File: src/rtl/seg_display_pkg.sv
// Shared constants and helpers for the seven-segment scan display slice:
// active-low hex segment table, blank pattern and counter width helper.
package seg_display_pkg;

  localparam logic [6:0] SEG_BLANK = 7'h7F;

  // Active-low abcdefg patterns, entry 0 is the rightmost (index 0) element.
  localparam logic [15:0][6:0] HEX_SEG = {
    7'h0E, 7'h06, 7'h21, 7'h46, 7'h03, 7'h08, 7'h10, 7'h00,
    7'h78, 7'h02, 7'h12, 7'h19, 7'h30, 7'h24, 7'h79, 7'h40
  };

  function automatic int unsigned width_of(input int unsigned n);
    return (n <= 2) ? 1 : $clog2(n);
  endfunction

endpackage

File: src/rtl/seg_scan_display_if.sv
// Page data in, segment/anode drive out, for seg_scan_display.
interface seg_scan_display_if
  import seg_display_pkg::*;
#(
  parameter int unsigned N_DIGITS = 4,
  parameter int unsigned N_PAGES  = 2
);
  localparam int unsigned PW = width_of(N_PAGES);

  logic [N_PAGES*N_DIGITS*4-1:0] digits_in;
  logic [N_PAGES*N_DIGITS-1:0]   dp_in;
  logic                          page_hold;
  logic [6:0]                    seg;
  logic                          dp;
  logic [N_DIGITS-1:0]           an;
  logic [PW-1:0]                 page_idx;

  modport master (output digits_in, dp_in, page_hold, input seg, dp, an, page_idx);
  modport slave  (input digits_in, dp_in, page_hold, output seg, dp, an, page_idx);
endinterface

File: src/rtl/seg_hex_decoder.sv
// 4-bit hex to active-low seven-segment lookup.
module seg_hex_decoder
  import seg_display_pkg::*;
(
  input  logic [3:0] hex_i,
  output logic [6:0] seg_o
);
  always_comb begin
    seg_o = HEX_SEG[hex_i];
  end
endmodule

File: src/rtl/seg_scan_display.sv
// Multi-digit, multi-page seven-segment scan controller on a single clock.
// Optional LEADING_ZERO_BLANK_EN blanks zero digits above the most significant nonzero one.
module seg_scan_display
  import seg_display_pkg::*;
#(
  parameter int unsigned N_DIGITS     = 4,
  parameter int unsigned N_PAGES      = 2,
  parameter int unsigned REFRESH_DIV  = 100000,
  parameter int unsigned GUARD_CYCLES = 1,
  parameter int unsigned PAGE_FRAMES  = 250
)(
  input logic              clk,
  input logic              reset,
  seg_scan_display_if.slave bus
);
  localparam int unsigned DW = width_of(REFRESH_DIV);
  localparam int unsigned SW = width_of(N_DIGITS);
  localparam int unsigned FW = width_of(PAGE_FRAMES);
  localparam int unsigned PW = width_of(N_PAGES);
  localparam int unsigned PAGE_BITS = N_DIGITS * 4;

  logic [DW-1:0]        div_q;
  logic [SW-1:0]        scan_q;
  logic [FW-1:0]        frame_q;
  logic [PW-1:0]        page_q;
  logic [PAGE_BITS-1:0] snap_q;
  logic [N_DIGITS-1:0]  snap_dp_q;
  logic [6:0]           seg_q, seg_d;
  logic                 dp_q, dp_d;
  logic [N_DIGITS-1:0]  an_q, an_d;

  logic       slot_end, frame_start, frame_end;
  logic [3:0] digit_sel;
  logic [6:0] digit_seg;
  logic       digit_blank;

  assign slot_end    = (div_q == DW'(REFRESH_DIV - 1));
  assign frame_start = (div_q == '0) && (scan_q == '0);
  assign frame_end   = slot_end && (scan_q == SW'(N_DIGITS - 1));
  assign digit_sel   = snap_q[4*int'(scan_q) +: 4];

  seg_hex_decoder u_dec (
    .hex_i (digit_sel),
    .seg_o (digit_seg)
  );

`ifdef LEADING_ZERO_BLANK_EN
  logic [N_DIGITS-1:0] upper_zero;
  always_comb begin
    logic acc;
    acc        = 1'b1;
    upper_zero = '0;
    for (int unsigned i = 0; i < N_DIGITS; i++) begin
      acc = acc & (snap_q[4*(N_DIGITS-1-i) +: 4] == 4'h0);
      upper_zero[N_DIGITS-1-i] = acc;
    end
  end
  assign digit_blank = upper_zero[scan_q] && (scan_q != '0);
`else
  assign digit_blank = 1'b0;
`endif

  always_comb begin
    seg_d = SEG_BLANK;
    dp_d  = 1'b1;
    an_d  = '1;
    if (div_q >= DW'(GUARD_CYCLES)) begin
      an_d  = ~(N_DIGITS'(1) << scan_q);
      seg_d = digit_blank ? SEG_BLANK : digit_seg;
      dp_d  = ~snap_dp_q[scan_q];
    end
  end

  always_ff @(posedge clk) begin
    if (reset) begin
      div_q     <= '0;
      scan_q    <= '0;
      frame_q   <= '0;
      page_q    <= '0;
      snap_q    <= '0;
      snap_dp_q <= '0;
      seg_q     <= SEG_BLANK;
      dp_q      <= 1'b1;
      an_q      <= '1;
    end else begin
      div_q <= slot_end ? '0 : div_q + 1'b1;
      if (slot_end)
        scan_q <= (scan_q == SW'(N_DIGITS - 1)) ? '0 : scan_q + 1'b1;
      // Page data is sampled only here, so a frame never mixes old and new input.
      if (frame_start) begin
        snap_q    <= bus.digits_in[PAGE_BITS*int'(page_q) +: PAGE_BITS];
        snap_dp_q <= bus.dp_in[N_DIGITS*int'(page_q) +: N_DIGITS];
      end
      if ((N_PAGES > 1) && frame_end && !bus.page_hold) begin
        if (frame_q == FW'(PAGE_FRAMES - 1)) begin
          frame_q <= '0;
          page_q  <= (page_q == PW'(N_PAGES - 1)) ? '0 : page_q + 1'b1;
        end else begin
          frame_q <= frame_q + 1'b1;
        end
      end
      seg_q <= seg_d;
      dp_q  <= dp_d;
      an_q  <= an_d;
    end
  end

  assign bus.seg      = seg_q;
  assign bus.dp       = dp_q;
  assign bus.an       = an_q;
  assign bus.page_idx = page_q;
endmodule
File: src/flat_wrapper.sv
// flat-port wrapper written by rule: the top's interface ports become plain ports
module seg_scan_display_flat import seg_display_pkg::*;
#(
  parameter int unsigned N_DIGITS     = 4,
  parameter int unsigned N_PAGES      = 2,
  parameter int unsigned REFRESH_DIV  = 100000,
  parameter int unsigned GUARD_CYCLES = 1,
  parameter int unsigned PAGE_FRAMES  = 250
)
  (clk, reset, bus_digits_in, bus_dp_in, bus_page_hold, bus_seg, bus_dp, bus_an, bus_page_idx);
  seg_scan_display_if #(.N_DIGITS(N_DIGITS), .N_PAGES(N_PAGES)) bus_i ();
  input logic clk;
  input logic reset;
  input wire logic [$bits(bus_i.digits_in)-1:0] bus_digits_in;
  input wire logic [$bits(bus_i.dp_in)-1:0] bus_dp_in;
  input wire logic [$bits(bus_i.page_hold)-1:0] bus_page_hold;
  output wire logic [$bits(bus_i.seg)-1:0] bus_seg;
  output wire logic [$bits(bus_i.dp)-1:0] bus_dp;
  output wire logic [$bits(bus_i.an)-1:0] bus_an;
  output wire logic [$bits(bus_i.page_idx)-1:0] bus_page_idx;
  assign bus_i.digits_in = bus_digits_in;
  assign bus_i.dp_in = bus_dp_in;
  assign bus_i.page_hold = bus_page_hold;
  assign bus_seg = bus_i.seg;
  assign bus_dp = bus_i.dp;
  assign bus_an = bus_i.an;
  assign bus_page_idx = bus_i.page_idx;
  seg_scan_display #(.N_DIGITS(N_DIGITS), .N_PAGES(N_PAGES), .REFRESH_DIV(REFRESH_DIV), .GUARD_CYCLES(GUARD_CYCLES), .PAGE_FRAMES(PAGE_FRAMES)) u_core (.clk(clk), .reset(reset), .bus(bus_i));
endmodule
File: config.mk
export PLATFORM = sky130hd
export DESIGN_NAME = seg_scan_display_flat
export DESIGN_NICKNAME = d
export VERILOG_FILES = /design/src/rtl/seg_display_pkg.sv /design/src/rtl/seg_scan_display_if.sv /design/src/rtl/seg_hex_decoder.sv /design/src/rtl/seg_scan_display.sv /design/src/flat_wrapper.sv
export SDC_FILE = /design/constraint.sdc
export NUM_CORES = 1
export LEC_CHECK = 0
export BUFFER_PORTS_ARGS = -buffer_cell sky130_fd_sc_hd__buf_2
export CORE_MARGIN = 2
export CORE_UTILIZATION = 50
export DETAILED_ROUTE_END_ITERATION = 12
export GPL_TIMING_DRIVEN = 0
export PLACE_DENSITY = 0.73
export SLEW_MARGIN = 20
export SYNTH_ARGS = -nofsm -noshare
export SYNTH_HDL_FRONTEND = slang
export SYNTH_SLANG_ARGS = --single-unit
File: constraint.sdc
create_clock -name clk -period 3.41 [get_ports clk]
set_input_delay 0.1705 -clock clk [delete_from_list [all_inputs] [get_ports clk]]
set_output_delay 0.1705 -clock clk [all_outputs]
set_load 0.02 [all_outputs]
Word-level counts from Yosys, hierarchy flattened --
Memory sizes are Yosys's and may differ from the RTL's. A register that Yosys moved wholly into a read port is not among the register bits. Index checks and enable logic that the tools add are counted.
Operators by class: add/sub/neg operators 4, $lt $le $gt $ge 2, equality and inequality tests 3, shift-type cells 4, muxes and demuxes 5, bitwise operators 3, reduce and logical (&&, ||, !) cells 9
Operators with widths (number):
- $shiftx 32x6->16 | 1
- $add 17x1->17 const B | 1
- $eq 17x17->1 const B | 1
- $ge 17x1->1 const B | 1
- $logic_not 17->1 | 1
- $shiftx 16x5->4 | 1
- $add 8x1->8 const B | 1
- $eq 8x8->1 const B | 1
- $mux 8 | 1
- $shiftx 8x4->4 | 1
- $not 4->4 | 1
- $reduce_or 2->1 | 2
- $shl 1x2->4 const A | 1
- $logic_and 1x1->1 | 3
- $lt 2x3->1 const B | 1
- $add 2x1->2 const B | 1
- $bmux 1 s2 | 1
- $eq 2x2->1 const B | 1
- $logic_not 2->1 | 1
- $mux 1 | 2
- $mux 2 | 1
- $not 1->1 | 2
- $reduce_and 2->1 | 1
- $add 1x1->1 const B | 1
- $logic_not 1->1 | 1
Storage, ports and cells: bits in registers 53, memory bits (read-only) 112, word-level logic and storage cells 39, memories 1
Memory list:
- (no name shown) | depth 16, bits a word 7, rd ports 1, clocked after Yosys merged registers in 1, wr ports 0, RTL line seg_hex_decoder.sv:9 | seg_o = HEX_SEG[hex_i];

Depth between registers and ports, before layout --
Gate-level depths: netlist of the first run.
depth after elaboration 4, mapped depth 7

By module --
From an unflattened synthesis of the first run, not the netlist that was laid out.
Second synthesis, totals: cell total of the unflattened synthesis 339, area total of the unflattened synthesis 3118.0 sq um
By module, submodules not included:
- seg_scan_display | times used 1, cells each 307, area each 2842.7 sq um, sequential area each 1201.2 sq um
- seg_hex_decoder | times used 1, cells each 32, area each 275.3 sq um, sequential area each 0.0 sq um

Least setup slack after synthesis of the first run --
OpenSTA, ideal clock, no wires.
path type reg-to-reg, from reg u_core.scan_q[1], to reg u_core.seg_q[5], in the netlist u_core.bus.seg[5], library setup time 0.145 ns, data arrival time 1.892 ns, slack 1.373 ns, stages on the path, launching flop included 7, period minus slack after synthesis 2.037 ns, path through dfxtp_1 > clkbuf_1 > mux2_2 > mux2i_1 > clkbuf_1 > mux2i_1 > o221ai_1
On the way: cells in the longest elaborated chain, start to end 1
RTL lines:
- start: declaration | RTL line seg_scan_display.sv:23 | logic [SW-1:0] scan_q;
- start signal: assignment | RTL line seg_scan_display.sv:88 | scan_q <= (scan_q == SW'(N_DIGITS - 1)) ? '0 : scan_q + 1'b1;
- $shiftx 16x5->4 | RTL line seg_scan_display.sv:40 | assign digit_sel = snap_q[4*int'(scan_q) +: 4];
- end: declaration | RTL line seg_scan_display.sv:28 | logic [6:0] seg_q, seg_d;
No other way between the ends. A chain may end at the register's enable or synchronous reset.

Final worst setup path of the first run --
from reg u_core.div_q[0], to reg u_core.frame_q[5]
On the way: cells in the longest elaborated chain, start to end 3
RTL lines:
- start: declaration | RTL line seg_scan_display.sv:22 | logic [DW-1:0] div_q;
- start signal: assignment | RTL line seg_scan_display.sv:86 | div_q <= slot_end ? '0 : div_q + 1'b1;
- $eq 17x17->1 | RTL line seg_scan_display.sv:37 | assign slot_end = (div_q == DW'(REFRESH_DIV - 1));
- $logic_and 1x1->1 | RTL line seg_scan_display.sv:39 | assign frame_end = slot_end && (scan_q == SW'(N_DIGITS - 1));
- $logic_and 1x1->1 | RTL line seg_scan_display.sv:94 | if ((N_PAGES > 1) && frame_end && !bus.page_hold) begin
- end signal: assignment | RTL line seg_scan_display.sv:99 | frame_q <= frame_q + 1'b1;
- end: declaration | RTL line seg_scan_display.sv:24 | logic [FW-1:0] frame_q;
No other way between the ends.

==> results of run 1 <==
metrics by stage:
stage	setup slack, ps	instance area, um^2
2_1_floorplan	1373	3093
3_3_place_gp	1001	3462
3_5_place_dp	1013	3462
4_1_cts	990.4	3677
5_1_grt	766.2	3677
6_report	976.3	3677
cell usage after synthesis, types with 2 or more instances:
cell type,instances
inv_1,9
mux2_2,3
o21ai_0,7
nor4_1,3
nand3b_1,2
and2_1,4
ha_1,15
nor3_1,2
dfxtp_1,60
nand4_1,7
a211oi_1,21
buf_2,2
xor2_1,13
a21oi_1,36
or3_1,11
or4_1,6
and3_1,6
mux2i_1,30
nand2_1,18
nand4b_1,2
nor2_1,13
nand3_1,11
o211ai_1,3
clkbuf_1,19
o31ai_1,7
mux4_2,5
o221ai_1,3
and4b_2,2
critical path, cell delays in order (launching register included):
cell       delay (ps)
dfxtp_1           410
ha_1              230
and4_1            200
clkbuf_1          270
nand4_1           390
clkbuf_1          360
a2111oi_0         360
a211oi_1           90
power by group:
group / switching, mW / internal, mW
sequential: 0.0278 / 0.749
combinational: 0.149 / 0.114
clock: 0.290 / 0.408
total: 0.467 / 1.27
cell usage in the layout (no fill, tap or decap), types with 2 or more instances in the layout:
| cell type | n |
|---|---|
| dfxtp_1 | 60 |
| buf_2 | 57 |
| a21oi_1 | 36 |
| mux2i_1 | 30 |
| a211oi_1 | 21 |
| clkbuf_1 | 19 |
| nand2_1 | 18 |
| ha_1 | 15 |
| xor2_1 | 13 |
| nor2_1 | 13 |
| nand3_1 | 11 |
| or3_1 | 11 |
| inv_1 | 9 |
| clkbuf_8 | 9 |
| o21ai_0 | 7 |
| nand4_1 | 7 |
| o31ai_1 | 7 |
| and3_1 | 6 |
| or4_1 | 6 |
| mux4_2 | 5 |
| and2_1 | 4 |
| nor4_1 | 3 |
| mux2_2 | 3 |
| o221ai_1 | 3 |
| o211ai_1 | 3 |
| clkinv_2 | 3 |
| and4b_2 | 2 |
| nor3_1 | 2 |
| nand3b_1 | 2 |
| nand4b_1 | 2 |
| bufinv_16 | 2 |
state kept, by name, summed over array words and instances (netlist names):
name	count
u_core.bus.page_idx	1
u_core.scan_q	2
u_core.snap_q	16
u_core.frame_q	8
u_core.bus.dp	1
u_core.div_q	17
u_core.bus.an	4
u_core.snap_dp_q	4
u_core.bus.seg	7
layer usage:
metal / up-vias / track usage, %
met5: - / 0
met4: 0 / 10.82
met3: 12 / 4.022
met2: 63 / 34.44
met1: 1265 / 28.39
li1: 1370 / -
cells by family (layout without fill, tap and decap cells):
| kind of cell | Yosys count | in the layout |
|---|---|---|
| simple gates | 93 | 93 |
| compound gates | 80 | 80 |
| flops | 60 | 60 |
| mux | 38 | 38 |
| buf+inv | 30 | 101 |
| fa+ha+maj | 15 | 15 |
| xor+xnor | 14 | 14 |
cell type report:
class	count	area, um^2	share of cell area, %
buffer	21	81.33	2.212
sequential	60	1201	32.66
tap	75	93.84	2.552
timing repair buffer	55	275.3	7.486
clock inverter	7	91.34	2.484
clock buffer	9	123.9	3.368
inverter	9	33.78	0.9187
multi-input combinational	240	1777	48.32
worst max-delay path by stage:
| stage | start | cells after the start | end |
|---|---|---|---|
| 2_1_floorplan | u_core.scan_q[1] | 6 | u_core.bus.seg[5] |
| 4_1_cts | u_core.scan_q[1] | 6 | u_core.bus.seg[6] |
| 3_5_place_dp | u_core.scan_q[1] | 6 | u_core.bus.seg[6] |
| 3_3_place_gp | u_core.div_q[0] | 7 | u_core.frame_q[5] |
| 6_report | u_core.div_q[0] | 7 | u_core.frame_q[5] |
| 5_1_grt | u_core.div_q[0] | 7 | u_core.frame_q[5] |
==> flow_metrics.tcl, run 1 <==
set metrics [dict create \
    cts.sinks 60 \
    cts_buffer_depth 2 \
    synth_mux_area_share_pct 14.44 \
    clk-insertion-delay-late_ps 350 \
    crit_fanout 10 \
    setup_violations 0 \
    synth.largest_area_cell "dfxtp_1" \
    fill_cells 522 \
    cts_root_buffer "clkbuf_8" \
    synth_top_family_by_area "simple AND/OR/NAND/NOR gates" \
    skew_ps 10.40 \
    cts_setup_buffers 0 \
    reg2reg_to "u_core.frame_q[5]" \
    place.port_buffers 55 \
    postSynthAreaPerCell_um2 9.373 \
    synth_top_area_share_pct 38.83 \
    ant_nets 0 \
    synth_seq_area_share_pct 38.83 \
    synth_cell_types 38 \
    yosys.area_share.xor_xnor_pct 3.964 \
    coreArea_um2 5956 \
    cts_made_buffers 9 \
    crit_type "register to register" \
    finalHoldViolCount 0 \
    reg2reg_slack_ps 980 \
    antenna_found_initial 0 \
    wl_met3_um 271 \
    dp.cells 460 \
    wl_met2_mm 3.306 \
    rr_startpoint "u_core.div_q[0]" \
    clk_pin_slew_ps 70 \
    synth_edf_count 0 \
    firstDrtPassIters 4 \
    ctsHoldBuffers 0 \
    gp_congestion 0.7953 \
    cts_resized 0 \
    arrival_ps 2650 \
    rsz0062_at_grt "false" \
    vias_per_cell 5.693 \
    slew_violations 0 \
    vias 2710 \
    syn_area_um2 3093 \
    timing.hold.ws_ps 151.7 \
    async_flop_share_pct 0 \
    holdPathEnd "u_core.div_q[15]" \
    hold_depth 3 \
    ys.flop_type "dfxtp_1" \
    setup_tns_ps 0 \
    synth-simple-area-share_pct 16.83 \
    utilization_pct 61.74 \
    finalNetCount 454 \
    start_util_pct 51.93 \
    first_iter_violations 114 \
    grt_pass1_wl_mm 11.15 \
    synth_area_leaders "dfxtp_1 39%, mux2i_1 9.7%, ha_1 6.1%, a21oi_1 5.8%, a211oi_1 5.1%" \
    holdCritPathClass "input pin to register" \
    io_pins 56 \
    dr.max_layer_used "met4" \
    cts_tree "built" \
    p_leak_nw 1.387 \
    r2r_cells 7 \
    power_mw 1.738 \
    synthAdderAreaFrac_pct 6.068 \
    outcome "finished, final reports clean" \
    dieArea_um2 6831 \
    power_density_nw_per_um2 472.7 \
    synth_compound_gate_area_share_pct 16.14 \
    cap_violations 0 \
    worst_slew_pin_slew_ps 747.2 \
    synth_nets 388 \
    worst_setup_path_end_kind "register" \
    final_cells 476 \
    grt_max_degree 12 \
    overflow 0 \
    fmax_ghz 0.4109 \
    totalWireLength_mm 6.983 \
    synth-seq-cells 60 \
    die_x_um 82.65 \
    hpwl_mm 5.035 \
    fin_crit_ps 2434 \
    hp-start "reset" \
    critPathLaunchType "register" \
    slew_headroom_pct 49.76 \
    ys.warnings.count 0 \
    peakVddDrop_v 0.0002680 \
    route.detailed.drc 0 \
    drive_above_1_share_pct 21.20 \
    grt_usage_pct 21.75 \
    die_h_um 82.65 \
    fin_crit_sh_pct 71.37 \
    ctsHtreeMaxLevel 3 \
    area_growth_syn_to_layout_pct 18.89 \
    wl_per_cell_um 14.67 \
    wl_met1_mm 3.267 \
    n_antenna_cell 0 \
    postSynthCellCount 330 \
    rows 28 \
    grt_pass1_vias 2422 \
    crit_required_ps 3630 \
]
No activity file was read; power rests on OpenSTA's default activity.
==> inputs of run 2 (changes only) <==
PLACE_DENSITY = 0.76   (was 0.73)
clock period = 2.1 ns   (was 3.41 ns; I/O delays follow)
==> run 2 against run 1 <==
  * Global-route usage grew 0.82 points
  * Hold slack got worse by 47 ps
  * Die area unchanged
  * Sequential share of layout area down 0.92 points
  * Highest routed layer unchanged
==> flow_metrics.tcl, run 2 (synthesis gave the netlist of run 1 again) <==
set metrics [dict create \
    io_pins 56 \
    antenna_found_initial 0 \
    crit_type "register to register" \
    vias_per_cell 5.811 \
    fill_cells 503 \
    cts_buffer_depth 2 \
    crit_slowest_cell "mux4_2" \
    slew_headroom_pct 52.99 \
    finalHoldViolCount 0 \
    path_buf_inv 1 \
    final_cells 481 \
    drive_above_1_share_pct 29.31 \
    clk-insertion-delay-late_ps 330 \
    arrival_ps 2240 \
    hpwl_mm 5.221 \
    p_leak_nw 1.451 \
    fin_crit_ps 2030 \
    area_growth_syn_to_layout_pct 23.34 \
    vias 2795 \
    n_antenna_cell 0 \
    mostFrequentLayoutCell "buf_2" \
    rows 28 \
    grt_usage_pct 22.57 \
    holdCritPathClass "input pin to register" \
    regMostFlops "u_core.div_q" \
    wl_per_cell_um 15.70 \
    finalNetCount 459 \
    power_density_nw_per_um2 726.2 \
    grt_pass1_vias 2452 \
    largest_register_ffs 17 \
    gp_congestion 0.8289 \
    hp-start "reset" \
    top_regs "u_core.div_q: 17 flops, u_core.snap_q: 16 flops, u_core.frame_q: 8 flops" \
    cpPeakStageDelay_ps 610 \
    clk_pin_slew_ps 70 \
    pre_cts_ws_ps -360.9 \
    totalWireLength_mm 7.553 \
    cts_made_buffers 9 \
    crit_required_ps 2310 \
    cp_top_family "multiplexers" \
    coreArea_um2 5956 \
    ctsHtreeMaxLevel 3 \
    grt_pass1_wl_mm 11.67 \
    ant_nets 0 \
    dieArea_um2 6831 \
    worst_slew_pin_slew_ps 705.1 \
    fin_crit_sh_pct 96.67 \
    grt_max_degree 11 \
    cap_violations 0 \
    overflow 0 \
    die_h_um 82.65 \
    power_mw 2.770 \
    crit_path_cell_trace "buf_6 > mux4_2 > ha_1 > nand3b_1 > a21oi_1 > o31ai_1" \
    slew_violations 0 \
    setup_violations 0 \
    timing.hold.ws_ps 105.0 \
    outcome "finished, final reports clean" \
    dpl_cell_area_um2 3462 \
    place.port_buffers 55 \
    design_area_um2 3815 \
    dp.cells 460 \
    setup_ws_ps 69.91 \
    route.detailed.drc 0 \
    first_iter_violations 162 \
    firstDrtPassIters 4 \
    startpoint "u_core.scan_q[0]" \
    final_cell_mix "55 x buf_2, 54 x dfxtp_1, 34 x a21oi_1" \
    start_util_pct 51.93 \
    critPathLaunchType "register" \
    peakVddDrop_v 0.0003971 \
    rr_startpoint "u_core.scan_q[0]" \
    cts_root_buffer "clkbuf_8" \
    die_x_um 82.65 \
    cts.sinks 60 \
    skew_ps 7.919 \
    worst_setup_path_end_kind "register" \
    crit_fanout 8 \
    cts_tree "built" \
    fmax_ghz 0.4926 \
]
-- run 2: cell types whose count changed in the layout (fill, tap and decap cells not counted), sizes merged --
| cell | previous run | this run |
|---|---|---|
| clkinvlp | 1 | 0 |
| bufinv | 2 | 1 |
| buf | 57 | 64 |
-- run 2: worst min-delay path, cell delays in order --
cell      delay [ps]
buf_2            120
a21oi_1           90
o221ai_1          80
-- run 2: path summary, 6_finish.rpt --
path	endpoint	slack, ps	depth (start not counted)
setup / recovery	u_core.bus.seg[0]	70	6
hold / removal	u_core.bus.seg[6]	110	3
setup reg to reg	u_core.bus.seg[0]	70	6
hold reg to reg	u_core.div_q[0]	470	1
-- run 2: layout make-up --
type | instances | area [um^2] | share of cell area (%)
clock inverters | 5 | 50.05 | 1.312
plain buffers | 20 | 106.4 | 2.788
multi-input cells | 240 | 1848 | 48.44
clock buffers | 11 | 151.4 | 3.969
repair buffers | 61 | 320.3 | 8.396
flip-flops and latches | 60 | 1211 | 31.75
inverters | 9 | 33.78 | 0.8855
well taps | 75 | 93.84 | 2.460
-- run 2: metal layers --
metal  part of all wire, %  vias up  track usage (%)
met5                     0        -                0
li1                      -     1373                -
met1                    47     1335            31.13
met4                  0.93        0            8.361
met2                    48       82            35.08
met3                   4.1        5            4.239
-- run 2: stage by stage --
| step | utilization (%) | TNS (ps) |
|---|---|---|
| finish | 64.05 | 0 |
| global route | 64.05 | -1.994 |
| CTS | 62.23 | 0 |
| detailed placement | 58.13 | -10270 |
| global placement | 58.13 | -6247 |
| floorplan | - | 0 |
-- run 2: power breakdown --
group | total [mW] | switching (mW) | internal (mW)
Combinational | 0.448 | 0.249 | 0.199
Sequential | 1.26 | 0.0487 | 1.22
Clock | 1.06 | 0.454 | 0.604
Total | 2.77 | 0.752 | 2.02
-- run 2: timing repair --
| item | in CTS | in global routing |
|---|---|---|
| pin swaps | 2 | 5 |
| hold buffers | 0 | 0 |
| gates resized for setup | 12 | 34 |
| setup buffers | 2 | 4 |
| setup endpoints to repair | 50 | 41 |
==> inputs of run 3 (changes only) <==
CTS_BUF_LIST = sky130_fd_sc_hd__clkbuf_8   (was unset)
SYNTH_HIERARCHICAL = 1   (was unset)
==> run 3 against run 2 <==
  * Cell area is 5.4% higher
  * Largest cell class unchanged
  * Highest routed layer unchanged
  * Fmax is 2.7% lower
  * Flip-flop and latch count stayed put
  * Register-to-register slack worse by 60 ps
==> flow_metrics.tcl, run 3 <==
set metrics [dict create \
    outcome "finished, final reports clean" \
    clk-insertion-delay-late_ps 340 \
    dp.cells 468 \
    clkPwrFrac_pct 37.6 \
    wl_met2_mm 3.824 \
    finalHoldViolCount 0 \
    hpwl_mm 4.989 \
    peakVddDrop_v 0.0005319 \
    vias 2884 \
    power_frac_comb_pct 17.9 \
    wl_per_cell_um 15.11 \
    internal_power_mw 2.063 \
    final_cells 504 \
    overflow 0 \
    cts_made_buffers 9 \
    wl_met1_mm 3.310 \
    final_cell_mix "57 x buf_2, 54 x dfxtp_1, 32 x a21oi_1" \
    ff_latch_area_um2 1214 \
    postSynthAreaPerCell_um2 9.198 \
    route.detailed.drc 0 \
    dr.max_layer_used "met4" \
    fin_crit_sh_pct 99.37 \
    grt_pass1_wl_mm 12.67 \
    grt_max_degree 11 \
    crit_fanout 7 \
    gp_congestion 0.9035 \
    synth_common_cells "60 x dfxtp_1, 34 x a21oi_1, 24 x mux2i_1, 21 x a211oi_1, 20 x clkbuf_1" \
    postSynthCellCount 339 \
    top_regs "u_core/div_q: 17 flops, u_core/snap_q: 16 flops, u_core/frame_q: 8 flops" \
    setup_tns_ps 0 \
    synth_edf_count 0 \
    async_flop_share_pct 0 \
    cts_root_buffer "clkbuf_8" \
    antenna_found_initial 0 \
    rsz0062_at_grt "true" \
    crit_type "register to register" \
    vias_per_cell 5.722 \
    mostFrequentLayoutCell "buf_2" \
    ant_nets 0 \
    ctsHtreeMaxLevel 3 \
    io_pins 56 \
    slew_headroom_pct 50.96 \
    arrival_ps 2360 \
    slew_violations 0 \
    synth_cell_types 47 \
    synth.largest_area_cell "dfxtp_1" \
    synth.most_common_cell "dfxtp_1" \
    p_leak_nw 1.536 \
    ys.warnings.count 6 \
    drive_above_1_share_pct 32.17 \
    syn_area_um2 3118 \
    synth-seq-cells 60 \
    synth_seq_area_share_pct 38.52 \
    area_growth_syn_to_layout_pct 28.97 \
    crit_required_ps 2370 \
    synth_area_leaders "dfxtp_1 39%, mux2i_1 7.7%, ha_1 6.4%, a21oi_1 5.5%, a211oi_1 5.1%" \
    rows 28 \
    place.port_buffers 54 \
    grt_usage_pct 22.49 \
    die_h_um 82.97 \
    clk_pin_slew_ps 60 \
    fill_cells 484 \
    firstDrtPassIters 4 \
    synth_top_area_share_pct 38.52 \
    regMostFlops "u_core/div_q" \
    power_density_nw_per_um2 700.5 \
    first_iter_violations 170 \
    multiInputGateArea_um2 1888 \
    finalNetCount 483 \
    critPathLaunchType "register" \
    fin_crit_ps 2087 \
    p_sw_mw 0.7539 \
    skew_ps 8.548 \
    p_seq_share_pct 44.5 \
    grt_pass1_vias 2847 \
    worst_setup_path_end_kind "register" \
    cap_violations 0 \
    largest_register_ffs 17 \
    cts.sinks 60 \
    synth_nets 398 \
    switching_share_pct 26.76 \
    wl_met3_um 343 \
    holdCritPathClass "input pin to register" \
    die_x_um 82.97 \
    n_antenna_cell 0 \
    worst_slew_pin_slew_ps 735.5 \
    totalWireLength_mm 7.615 \
    start_util_pct 52.05 \
    cts_tree "built" \
    setup_violations 0 \
    cts_buffer_depth 2 \
    ys.flop_type "dfxtp_1" \
    coreArea_um2 5991 \
    dieArea_um2 6884 \
    fmax_ghz 0.4792 \
]
run 3: cell count changes after synthesis, sizes merged, moves of 4 or more:
| cell | previous run | this run |
|---|---|---|
| xor2 | 13 | 8 |
| or3 | 12 | 7 |
| nand2b | 1 | 7 |
| o21ai | 7 | 11 |
| mux2i | 30 | 24 |
| nor2 | 13 | 18 |
| o31ai | 7 | 2 |
| inv | 9 | 15 |
run 3: area by class of cell:
type / instances / area share (%)
Multi-Input combinational cell: 241 / 46.95
Clock buffer: 11 / 3.765
Buffer: 23 / 3.485
Sequential cell: 60 / 30.18
Clock inverter: 5 / 1.276
Timing Repair Buffer: 74 / 10.55
Inverter: 15 / 1.462
Tap cell: 75 / 2.334
run 3: critical path, cell delays in order (launching register included):
cell and delay, ps:
dfxtp_4 370, or4_4 540, or4_4 460, or4_4 530
a21oi_2 120
run 3: timing repair:
action,4_1_cts,5_1_grt
hold buffers,0,0
buffers inserted,12,8
resized for setup,32,25
setup endpoints to repair,56,43
pin swaps,1,8
run 3: cells by family after synthesis:
logic type / synth area share [%]
AND/OR/NAND/NOR: 18.14
AO/OA/AOI/OAI: 16.33
flip-flops: 38.52
buffers and inverters: 4.895
multiplexers: 12.88
adder cells (fa/ha/maj): 6.420
XOR/XNOR: 2.809
run 3: metal layers:
| metal | up-vias | global-route usage, % |
|---|---|---|
| met5 | - | 0 |
| met4 | 0 | 8.495 |
| met3 | 15 | 7.356 |
| met2 | 73 | 38.78 |
| met1 | 1390 | 25.84 |
| li1 | 1406 | - |
run 3: worst paths after layout:
kind / from / endpoint / slack [ps] / cells after the start
worst max register to register: u_core/div_q[12] / u_core/frame_q[4] / 10 / 4
worst max-delay path: u_core/div_q[12] / u_core/frame_q[4] / 10 / 4
worst min-delay path: bus_digits_in[10] / u_core/snap_q[10] / 100 / 3
worst min register to register: u_core/div_q[0] / u_core/div_q[0] / 450 / 1
run 3: stage by stage:
| stage | instance area, um^2 | utilization [%] | power (mW) | setup slack (ps) | hold WS, ps |
|---|---|---|---|---|---|
| 2_1_floorplan | 3123 | - | 1.570 | -47.84 | 339.8 |
| 3_3_place_gp | 3487 | 58.21 | 1.689 | -426.1 | 457.3 |
| 3_5_place_dp | 3487 | 58.21 | 1.701 | -419.5 | 455.6 |
| 4_1_cts | 3895 | 65.02 | 2.806 | -16.79 | 85.87 |
| 5_1_grt | 4021 | 67.13 | 2.957 | -71.04 | 101.5 |
| 6_report | 4021 | 67.13 | 2.817 | 13.15 | 98.48 |
run 3: power by group through the flow:
stage / Combinational [mW] / Clock [mW] / Sequential (mW)
final: 0.505 / 1.06 / 1.25
after floorplan: 0.271 / 0 / 1.30
after CTS: 0.471 / 1.08 / 1.25
after global routing: 0.552 / 1.14 / 1.26
after detailed placement: 0.424 / 0 / 1.28
after global placement: 0.413 / 0 / 1.28
